--- config.mk ---
export PLATFORM = sky130hd
export DESIGN_NAME = lock_client_flat
export DESIGN_NICKNAME = d
export VERILOG_FILES = /design/src/rtl/lock_client_pkg.sv /design/src/rtl/lock_client_if.sv /design/src/rtl/lock_client_hold_timer.sv /design/src/rtl/lock_client.sv /design/src/flat_wrapper.sv
export SDC_FILE = /design/constraint.sdc
export NUM_CORES = 1
export LEC_CHECK = 0
export BUFFER_PORTS_ARGS = -buffer_cell sky130_fd_sc_hd__buf_2
export CORE_MARGIN = 2
export CORE_UTILIZATION = 62
export CTS_BUF_LIST = sky130_fd_sc_hd__clkbuf_8
export CTS_CLUSTER_DIAMETER = 50
export DETAILED_ROUTE_END_ITERATION = 8
export HOLD_SLACK_MARGIN = 0.1
export PLACE_DENSITY_LB_ADDON = 0.08
export SLEW_MARGIN = 20
export SYNTH_ARGS = -nofsm -noshare
export SYNTH_HDL_FRONTEND = slang
export SYNTH_HIERARCHICAL = 1
export SYNTH_SLANG_ARGS = --single-unit
--- constraint.sdc ---
create_clock -name clk -period 4.85 [get_ports clk]
set_input_delay 0.97 -clock clk [delete_from_list [all_inputs] [get_ports clk]]
set_output_delay 0.97 -clock clk [all_outputs]
set_load 0.05 [all_outputs]
--- src/rtl/lock_client_pkg.sv ---
// -----------------------------------------------------------------------------
// lock_client_pkg
//   Shared type definitions for the synchronous tree arbiter: the client-side
//   phase enum used by lock_client, plus the cell and process phase enums, so
//   cells, clients and benches all agree on encodings.
//   Helper: eff_hold_len() maps a requested hold length to the number of LOCK
//   cycles actually spent (0 behaves as 1).
// -----------------------------------------------------------------------------
package lock_client_pkg;

   // Phase of a lock_client agent.
   typedef enum logic [1:0] {
      IDLE    = 2'd0,
      REQ     = 2'd1,
      LOCK    = 2'd2,
      RELEASE = 2'd3
   } client_phase_t;

   // State of a two-input arbiter cell (which side currently holds the grant).
   typedef enum logic [1:0] {
      CELL_IDLE   = 2'd0,
      CELL_GRANT1 = 2'd1,
      CELL_GRANT2 = 2'd2
   } cell_state_t;

   // Phase of a bare client process (non-critical, trying, critical).
   typedef enum logic [1:0] {
      PROC_NONCRIT  = 2'd0,
      PROC_TRYING   = 2'd1,
      PROC_CRITICAL = 2'd2
   } proc_phase_t;

   // A zero hold length still has to occupy the lock for one cycle.
   function automatic int unsigned eff_hold_len(input int unsigned len);
      return (len == 0) ? 1 : len;
   endfunction

endpackage

--- src/rtl/lock_client_if.sv ---
// -----------------------------------------------------------------------------
// lock_client_if
//   Bundles the job-source and leaf-cell handshake signals of one lock_client.
//   master : environment side (job source + leaf arbiter cell)
//            drives job_valid, hold_len, ack; observes the client outputs.
//   slave  : the lock_client itself.
//   Signals: job_valid, hold_len[HOLD_W], ack, req, busy, pending[PEND_W],
//            done, overflow, proto_err.
// -----------------------------------------------------------------------------
interface lock_client_if #(
   parameter int HOLD_W = 4,
   parameter int PEND_W = 3
);
   logic              job_valid;
   logic [HOLD_W-1:0] hold_len;
   logic              ack;
   logic              req;
   logic              busy;
   logic [PEND_W-1:0] pending;
   logic              done;
   logic              overflow;
   logic              proto_err;

   modport master (
      output job_valid, hold_len, ack,
      input  req, busy, pending, done, overflow, proto_err
   );

   modport slave (
      input  job_valid, hold_len, ack,
      output req, busy, pending, done, overflow, proto_err
   );
endinterface

--- src/rtl/lock_client_hold_timer.sv ---
// -----------------------------------------------------------------------------
// hold_timer
//   Down-counter that times the critical section of a lock_client.
//   Ports:
//     clk, rst    clock, asynchronous active-high reset
//     load_i      load load_val_i (takes priority over dec_i)
//     dec_i       decrement by one (stops at 0)
//     load_val_i  value to load, HOLD_W bits
//     last_o      counter currently equals 1 (final cycle of the hold)
// -----------------------------------------------------------------------------
module hold_timer #(
   parameter int HOLD_W = 4
) (
   input  logic              clk,
   input  logic              rst,
   input  logic              load_i,
   input  logic              dec_i,
   input  logic [HOLD_W-1:0] load_val_i,
   output logic              last_o
);
   logic [HOLD_W-1:0] cnt_q;
   logic [HOLD_W-1:0] cnt_d;

   always_comb begin
      cnt_d = cnt_q;
      if (load_i) begin
         cnt_d = load_val_i;
      end else if (dec_i && (cnt_q != '0)) begin
         cnt_d = cnt_q - 1'b1;
      end
   end

   always_ff @(posedge clk or posedge rst) begin
      if (rst) begin
         cnt_q <= '0;
      end else begin
         cnt_q <= cnt_d;
      end
   end

   assign last_o = (cnt_q == HOLD_W'(1));
endmodule

--- src/rtl/lock_client.sv ---
// -----------------------------------------------------------------------------
// lock_client
//   Leaf agent of the synchronous tree arbiter. Queues job pulses, requests the
//   shared resource from its level-0 cell, holds the lock for max(hold_len,1)
//   cycles, then releases and waits for ack to fall before re-arming.
//   Ports:
//     clk, rst   clock (posedge), asynchronous active-high reset
//     bus        lock_client_if.slave:
//                  job_valid in  one-cycle pulse per new job
//                  hold_len  in  lock duration (0 behaves as 1)
//                  ack       in  grant from leaf cell
//                  req       out request to leaf cell (REQ or LOCK)
//                  busy      out high during LOCK
//                  pending   out queued jobs not yet granted (saturating)
//                  done      out one-cycle pulse per completed job
//                  overflow  out sticky, a job was dropped at full
//                  proto_err out sticky protocol violation
//   Build option: LOCK_CLIENT_PROTO_CHECK_EN enables the ack protocol checker;
//   without it proto_err is tied low.
// -----------------------------------------------------------------------------
module lock_client
   import lock_client_pkg::*;
#(
   parameter int HOLD_W = 4,
   parameter int PEND_W = 3
) (
   input  logic         clk,
   input  logic         rst,
   lock_client_if.slave bus
);
   localparam logic [PEND_W-1:0] PEND_MAX = '1;

   client_phase_t     state_q;
   logic              req_q;
   logic              busy_q;
   logic              done_q;
   logic [PEND_W-1:0] pend_q;
   logic [PEND_W-1:0] pend_d;
   logic              ovf_q;
   logic              ovf_d;

   logic              grant;
   logic              start;
   logic              timer_last;
   logic [HOLD_W-1:0] timer_load_val;

   // ack only counts as a grant while we are actually requesting.
   assign grant = (state_q == REQ) && bus.ack;
   assign start = (pend_q != '0) || bus.job_valid;

   assign timer_load_val = HOLD_W'(eff_hold_len(32'(bus.hold_len)));

   hold_timer #(
      .HOLD_W (HOLD_W)
   ) u_hold_timer (
      .clk        (clk),
      .rst        (rst),
      .load_i     (grant),
      .dec_i      (state_q == LOCK),
      .load_val_i (timer_load_val),
      .last_o     (timer_last)
   );

   // Phase sequencer; req/busy/done are registered alongside the state so
   // they are clean Moore outputs (req = REQ|LOCK, busy = LOCK).
   always_ff @(posedge clk or posedge rst) begin
      if (rst) begin
         state_q <= IDLE;
         req_q   <= 1'b0;
         busy_q  <= 1'b0;
         done_q  <= 1'b0;
      end else begin
         done_q <= 1'b0;
         case (state_q)
            IDLE: begin
               if (start) begin
                  state_q <= REQ;
                  req_q   <= 1'b1;
               end
            end
            REQ: begin
               if (bus.ack) begin
                  state_q <= LOCK;
                  busy_q  <= 1'b1;
               end
            end
            LOCK: begin
               if (timer_last) begin
                  state_q <= RELEASE;
                  req_q   <= 1'b0;
                  busy_q  <= 1'b0;
               end
            end
            RELEASE: begin
               // Hold off until the leaf cell has withdrawn its grant so it
               // always sees an idle cycle before the next request.
               if (!bus.ack) begin
                  state_q <= IDLE;
                  done_q  <= 1'b1;
               end
            end
            default: begin
               state_q <= IDLE;
               req_q   <= 1'b0;
               busy_q  <= 1'b0;
            end
         endcase
      end
   end

   // Pending-job counter. A job arriving in the same cycle as a grant is
   // consumed by that grant, which also covers the pending==0 grant path.
   always_comb begin
      pend_d = pend_q;
      ovf_d  = ovf_q;
      if (grant && !bus.job_valid) begin
         if (pend_q != '0) begin
            pend_d = pend_q - 1'b1;
         end
      end else if (bus.job_valid && !grant) begin
         if (pend_q == PEND_MAX) begin
            ovf_d = 1'b1;
         end else begin
            pend_d = pend_q + 1'b1;
         end
      end
   end

   always_ff @(posedge clk or posedge rst) begin
      if (rst) begin
         pend_q <= '0;
         ovf_q  <= 1'b0;
      end else begin
         pend_q <= pend_d;
         ovf_q  <= ovf_d;
      end
   end

`ifdef LOCK_CLIENT_PROTO_CHECK_EN
   // Number of preceding consecutive RELEASE cycles with ack still high.
   logic [1:0] rel_ack_cnt_q;
   logic       proto_q;

   always_ff @(posedge clk or posedge rst) begin
      if (rst) begin
         rel_ack_cnt_q <= 2'd0;
         proto_q       <= 1'b0;
      end else begin
         if ((state_q == RELEASE) && bus.ack) begin
            if (rel_ack_cnt_q != 2'd3) begin
               rel_ack_cnt_q <= rel_ack_cnt_q + 2'd1;
            end
         end else begin
            rel_ack_cnt_q <= 2'd0;
         end

         // Two ack-high RELEASE cycles are tolerated; a third is an error.
         if (((state_q == IDLE) && bus.ack) ||
             ((state_q == LOCK) && !bus.ack) ||
             ((state_q == RELEASE) && bus.ack && (rel_ack_cnt_q >= 2'd2))) begin
            proto_q <= 1'b1;
         end
      end
   end

   assign bus.proto_err = proto_q;
`else
   assign bus.proto_err = 1'b0;
`endif

   assign bus.req      = req_q;
   assign bus.busy     = busy_q;
   assign bus.done     = done_q;
   assign bus.pending  = pend_q;
   assign bus.overflow = ovf_q;
endmodule

--- src/flat_wrapper.sv ---
// flat-port wrapper written by rule: the top's interface ports become plain ports
module lock_client_flat import lock_client_pkg::*;
#(
   parameter int HOLD_W = 4,
   parameter int PEND_W = 3
)
  (clk, rst, bus_job_valid, bus_hold_len, bus_ack, bus_req, bus_busy, bus_pending, bus_done, bus_overflow, bus_proto_err);
  lock_client_if #(.HOLD_W(HOLD_W), .PEND_W(PEND_W)) bus_i ();
  input  logic clk;
  input  logic rst;
  input wire logic [$bits(bus_i.job_valid)-1:0] bus_job_valid;
  input wire logic [$bits(bus_i.hold_len)-1:0] bus_hold_len;
  input wire logic [$bits(bus_i.ack)-1:0] bus_ack;
  output wire logic [$bits(bus_i.req)-1:0] bus_req;
  output wire logic [$bits(bus_i.busy)-1:0] bus_busy;
  output wire logic [$bits(bus_i.pending)-1:0] bus_pending;
  output wire logic [$bits(bus_i.done)-1:0] bus_done;
  output wire logic [$bits(bus_i.overflow)-1:0] bus_overflow;
  output wire logic [$bits(bus_i.proto_err)-1:0] bus_proto_err;
  assign bus_i.job_valid = bus_job_valid;
  assign bus_i.hold_len = bus_hold_len;
  assign bus_i.ack = bus_ack;
  assign bus_req = bus_i.req;
  assign bus_busy = bus_i.busy;
  assign bus_pending = bus_i.pending;
  assign bus_done = bus_i.done;
  assign bus_overflow = bus_i.overflow;
  assign bus_proto_err = bus_i.proto_err;
  lock_client #(.HOLD_W(HOLD_W), .PEND_W(PEND_W)) u_core (.clk(clk), .rst(rst), .bus(bus_i));
endmodule
# [Yosys cells after proc, flatten, opt, wreduce, memory -nomap -nowiden]
# Cells that the tools add are included.
[word_totals] register_bits=13 inputBits=8 out_inout_bits=8 word_cells=61
[op_classes] n_addsub=3 n_eq_ne=11 muxes=19 bitwise=1 reduce_logical=20
[ops] op="$mux W3" n=4
[ops] op="$mux W4" n=3
[ops] op="$reduce_and A3 Y1" n=4
[ops] op="$mux W2" n=4
[ops] op="$pmux W2 S4" n=1
[ops] op="$reduce_bool A2 Y1" n=4
[ops] op="$ne A2 B1 Y1 const B" n=3
[ops] op="$ne A2 B2 Y1 const B" n=3
[ops] op="$mux W1" n=5
[ops] op="$eq A2 B2 Y1 const B" n=2
[ops] op="$eq A4 B1 Y1 const B" n=1
[ops] op="$logic_and A1 B1 Y1" n=4
[ops] op="$logic_not A4 Y1" n=1
[ops] op="$pmux W1 S2" n=2
[ops] op="$reduce_and A4 Y1" n=1
[ops] op="$reduce_bool A4 Y1" n=1
[ops] op="$sub A4 B1 Y4 const B" n=1
[ops] op="$add A3 B1 Y3 const B" n=1
[ops] op="$eq A3 B3 Y1 const B" n=1
[ops] op="$reduce_bool A3 Y1" n=1
[ops] op="$sub A3 B1 Y3 const B" n=1
[ops] op="$eq A2 B1 Y1 const B" n=1
[ops] op="$logic_not A1 Y1" n=2
[ops] op="$logic_not A2 Y1" n=1
[ops] op="2 further kinds" n=2

# [Logic depth before layout (Yosys ltp)]
[logic_depth] ltp_word=6 mapped_depth=10 mapped_depth_nobuf=10

# [Modules after synthesis]
# The synthesis kept the hierarchy.
[modules_own_cells] mod="lock_client" instances=1 cells_per_inst=74 area_per_inst_um2=669.4 seq_area_each_um2=225.2
[modules_own_cells] mod="hold_timer" instances=1 cells_per_inst=30 area_per_inst_um2=286.5 seq_area_each_um2=100.1

# [Least setup slack after synthesis]
# No wires, ideal clock.
[synth_path] path_type="input to register" from="input bus_ack" to="register u_core.pend_q[2] (netlist: u_core/bus.pending[2])" setup_ps=130 t_arrival_ps=2244 t_required_ps=4720 slack_ps=2476 stages=8 n_path_buf=0 path_cell_list="nand2_1 -> inv_1 -> ha_1 -> inv_1 -> fa_1 -> and3_1 -> nor3_1 -> o22ai_1"
[synth_between] elab_chain_cells=5 elab_cells_between_ends=9 classes_between="eq/ne (2); mux (1); reduce/logical (6)"
[synth_rtl] element="from (decl)" line="flat_wrapper.sv:13" rtl="input wire logic [$bits(bus_i.ack)-1:0] bus_ack;"
[synth_rtl] element="$logic_and A1 B1 Y1 *" line="lock_client.sv:48" rtl="assign grant = (state_q == REQ) && bus.ack;"
[synth_rtl] element="net u_core.grant" line="lock_client.sv:42" rtl="logic grant;"
[synth_rtl] element="$logic_not A1 Y1" line="lock_client.sv:120" rtl="end else if (bus.job_valid && !grant) begin"
[synth_rtl] element="$logic_and A1 B1 Y1" line="lock_client.sv:120"
[synth_rtl] element="$reduce_bool A2 Y1 (no line)"
[synth_rtl] element="$reduce_and A3 Y1 (no line)"
[synth_rtl] element="to (signal assigned)" line="lock_client.sv:134" rtl="pend_q <= pend_d;"
[synth_rtl] element="to (decl)" line="lock_client.sv:37" rtl="logic [PEND_W-1:0] pend_q;"
# Mark *: on every way through the listed nets, which the timed path passes. The rest lies on a longest branch.
# A chain may end at the register's enable or synchronous reset.

# [Final worst setup path]
# Ends and elaborated chain as after synthesis.

==> flow_summary_export.csv <==
group,metric,value,unit
sta,setup_viol,0,
sta,slew_violations,0,
worst_setup_path,r2r-end,"u_core/bus.pending[2]",
layout,fill_cells,115,
logic_synthesis,syn_inst,104,
layout,fin_area,1060,µm²
detailed_routing,post-route-drc-count,0,
outcome,status,"finished clean",
die,chipHeight,43.3,µm
layout,diodes,0,
clock_tree,cts_hold_buffers,0,
logic_synthesis,synth.distinct_cells,39,
power_and_ir_drop,max-vdd-ir-drop,424,µV
layout,syn2layout_area_growth,10.9,%
detailed_routing,viasPerCell,5.71,
clock_tree,cts-resized-gates,0,
clock_tree,cts_buffers,3,
clock_tree,root_buffer,"clkbuf_8",
worst_hold_path,hp-class,"register to register",
worst_setup_path,required,4970,ps
detailed_routing,dr.pass1.iters,4,
sta,timing.hold.ws,486,ps
global_routing,grt_pass1_vias,719,
place,dpl.hpwl,1320,µm
sta,fmax,0.377,GHz
logic_synthesis,synth_edf_count,0,
die,ioPinCount,16,
global_routing,grtUsageTotal,22.6,%
clock_tree,cts_buffer_depth,2,
logic_synthesis,yosysSeqAreaShare,34.0,%
sta,tns,0,ps
die,die_w,43.3,µm
sta,fin_crit_sh,54.7,%
place,place.gp.congestion,0.886,
logic_synthesis,synth-main-ff-cell,"dfrtp_1",
layout,final_util,72.0,%
clock_tree,htree_num_levels,1,
worst_hold_path,hold_depth,1,
worst_setup_path,worstRegToRegCells,10,
detailed_routing,ant_nets,0,
worst_setup_path,critPathCaptureType,"register",
worst_setup_path,startpoint_type,"input pin",
power_and_ir_drop,p_leak,0.523,nW
die,core_area,1470,µm²
place,io_buffers,14,
die,dieArea,1870,µm²
sta,rsz0062_at_grt,"false",
global_routing,grt_pass1_wl,3110,µm
global_routing,antenna_found_initial,0,
clock_tree,cts_setup_buffers,0,
logic_synthesis,syn_area,956,µm²
die,start_util,65.0,%
die,rows,14,
clock_tree,clk_pin_slew,60,ps
worst_hold_path,holdCritStartpoint,"u_core/bus.overflow",
clock_tree,cts_tree,"yes",
worst_hold_path,min_to,"u_core/bus.overflow",
layout,nets,135,
power_and_ir_drop,power_density,635,nW/µm²
detailed_routing,drt_iter0_markers,18,
logic_synthesis,synth_fp_nets,122,
detailed_routing,num_vias,754,
global_routing,grt_max_degree,14,
sta,fin_worst_skew,2.63,ps
logic_synthesis,ys_warn_count,6,
run,cap_violations,0,
logic_synthesis,avgSynthCellArea,9.19,µm²
detailed_routing,routedWlPerCell,13.7,µm
layout,drive_above_1_share,21.6,%
worst_setup_path,worstPathArrival,2770,ps
detailed_routing,drt_wl_total,1810,µm
sta,hold_viol,0,
sta,fin_crit,2650,ps
worst_setup_path,r2r_start,"u_core/state_q[1]",
clock_tree,clk_latency,240,ps
logic_synthesis,async_flop_share,100,%
place,placed_area,1010,µm²
worst_setup_path,r2r_slack,2310,ps
clock_tree,clock-sinks,13,
logic_synthesis,synth_seq_cells,13,
worst_setup_path,path_class,"input pin to register",
worst_setup_path,worstPathMaxFanout,13,
global_routing,overflow,0,
-- worst max-delay path by stage --
stage	start	end	slack, ps	cells past startpoint
3_5_place_dp	bus_ack	u_core/bus.pending[2]	1960	9
6_report	bus_ack	u_core/bus.pending[2]	2200	9
3_3_place_gp	bus_ack	u_core/bus.pending[2]	2060	9
4_1_cts	bus_ack	u_core/bus.pending[2]	2220	9
5_1_grt	bus_ack	u_core/bus.pending[2]	2030	9
2_1_floorplan	bus_ack	u_core/bus.pending[2]	2480	8
-- worst max-delay path, cell delays in order --
cell	delay, ps
buf_2	110
nand2_1	70
inv_1	270
ha_1	330
inv_1	120
fa_1	450
and3_1	210
nor3_1	130
o22ai_1	100
-- layer usage --
| metal | vias to the layer above | share of wire, % | GRT usage (%) |
|---|---|---|---|
| li1 | 379 | - | - |
| met1 | 356 | 49 | 30.5 |
| met2 | 15 | 46 | 33.1 |
| met3 | 4 | 3.5 | 3.83 |
| met4 | 0 | 1.8 | 13.9 |
| met5 | - | 0 | 0 |
-- sequential cells by signal, summed over array words and instances (netlist names) --
signal,count
u_core/bus.busy,1
u_core/state_q,2
u_core/u_hold_timer/cnt_q,4
u_core/bus.done,1
u_core/bus.pending,3
u_core/bus.req,1
u_core/bus.overflow,1
-- cells in the final DEF, fill, tap and decap left out, types with 5 or more instances in the layout --
master,n
nor2_1,5
buf_2,14
o21ai_0,8
inv_1,15
dfrtp_1,13
nand2_1,6
ha_1,9
-- cell families (layout without fill, tap and decap cells) --
kind of cell / Yosys count / after routing / share of synthesized area [%]
simple gates: 33 / 33 / 21.9
compound gates: 22 / 22 / 15.8
buf+inv: 20 / 32 / 8.77
mux: 4 / 4 / 4.32
other cells: 1 / 1 / 0.392
xor+xnor: 1 / 1 / 0.916
flops: 13 / 13 / 34.0
fa+ha+maj: 10 / 10 / 13.9
-- through the flow --
step           std cells  total power [mW]  setup slack [ps]
2_1_floorplan        104             0.501              2480
3_3_place_gp         128             0.562              2060
3_5_place_dp         128             0.574              1960
4_1_cts              132             0.675              2220
5_1_grt              132             0.730              2030
6_report             132             0.673              2200
-- area by class of cell --
type                            instances  area (µm²)  area share [%]
Clock inverter                          1        3.75           0.354
Multi-Input combinational cell         71         547            51.6
Inverter                               14        52.6            4.96
Tap cell                               16        20.0            1.89
Clock buffer                            3        41.3            3.90
Timing Repair Buffer                   14        70.1            6.61
Sequential cell                        13         325            30.7
-- synth_stat cells, types with 2 or more instances --
| master | count | area (µm²) |
|---|---|---|
| a21oi_1 | 2 | 10.0 |
| inv_1 | 14 | 52.6 |
| mux2i_1 | 3 | 30.0 |
| clkbuf_1 | 3 | 11.3 |
| nor2_1 | 5 | 18.8 |
| nor2b_1 | 3 | 18.8 |
| nand3_1 | 2 | 10.0 |
| buf_4 | 2 | 15.0 |
| o21ai_1 | 2 | 10.0 |
| nand2b_1 | 3 | 18.8 |
| nor3b_1 | 3 | 22.5 |
| nor3_1 | 3 | 15.0 |
| ha_1 | 9 | 113 |
| dfrtp_1 | 13 | 325 |
| o21ai_0 | 8 | 40.0 |
| nand2_1 | 6 | 22.5 |
-- power by group --
part / switching [mW] / internal, mW
Sequential: 0.0571 / 0.151
Clock: 0.0384 / 0.0559
Combinational: 0.216 / 0.155
Total: 0.311 / 0.362
Note: power is estimated with default switching activity, not from simulation.
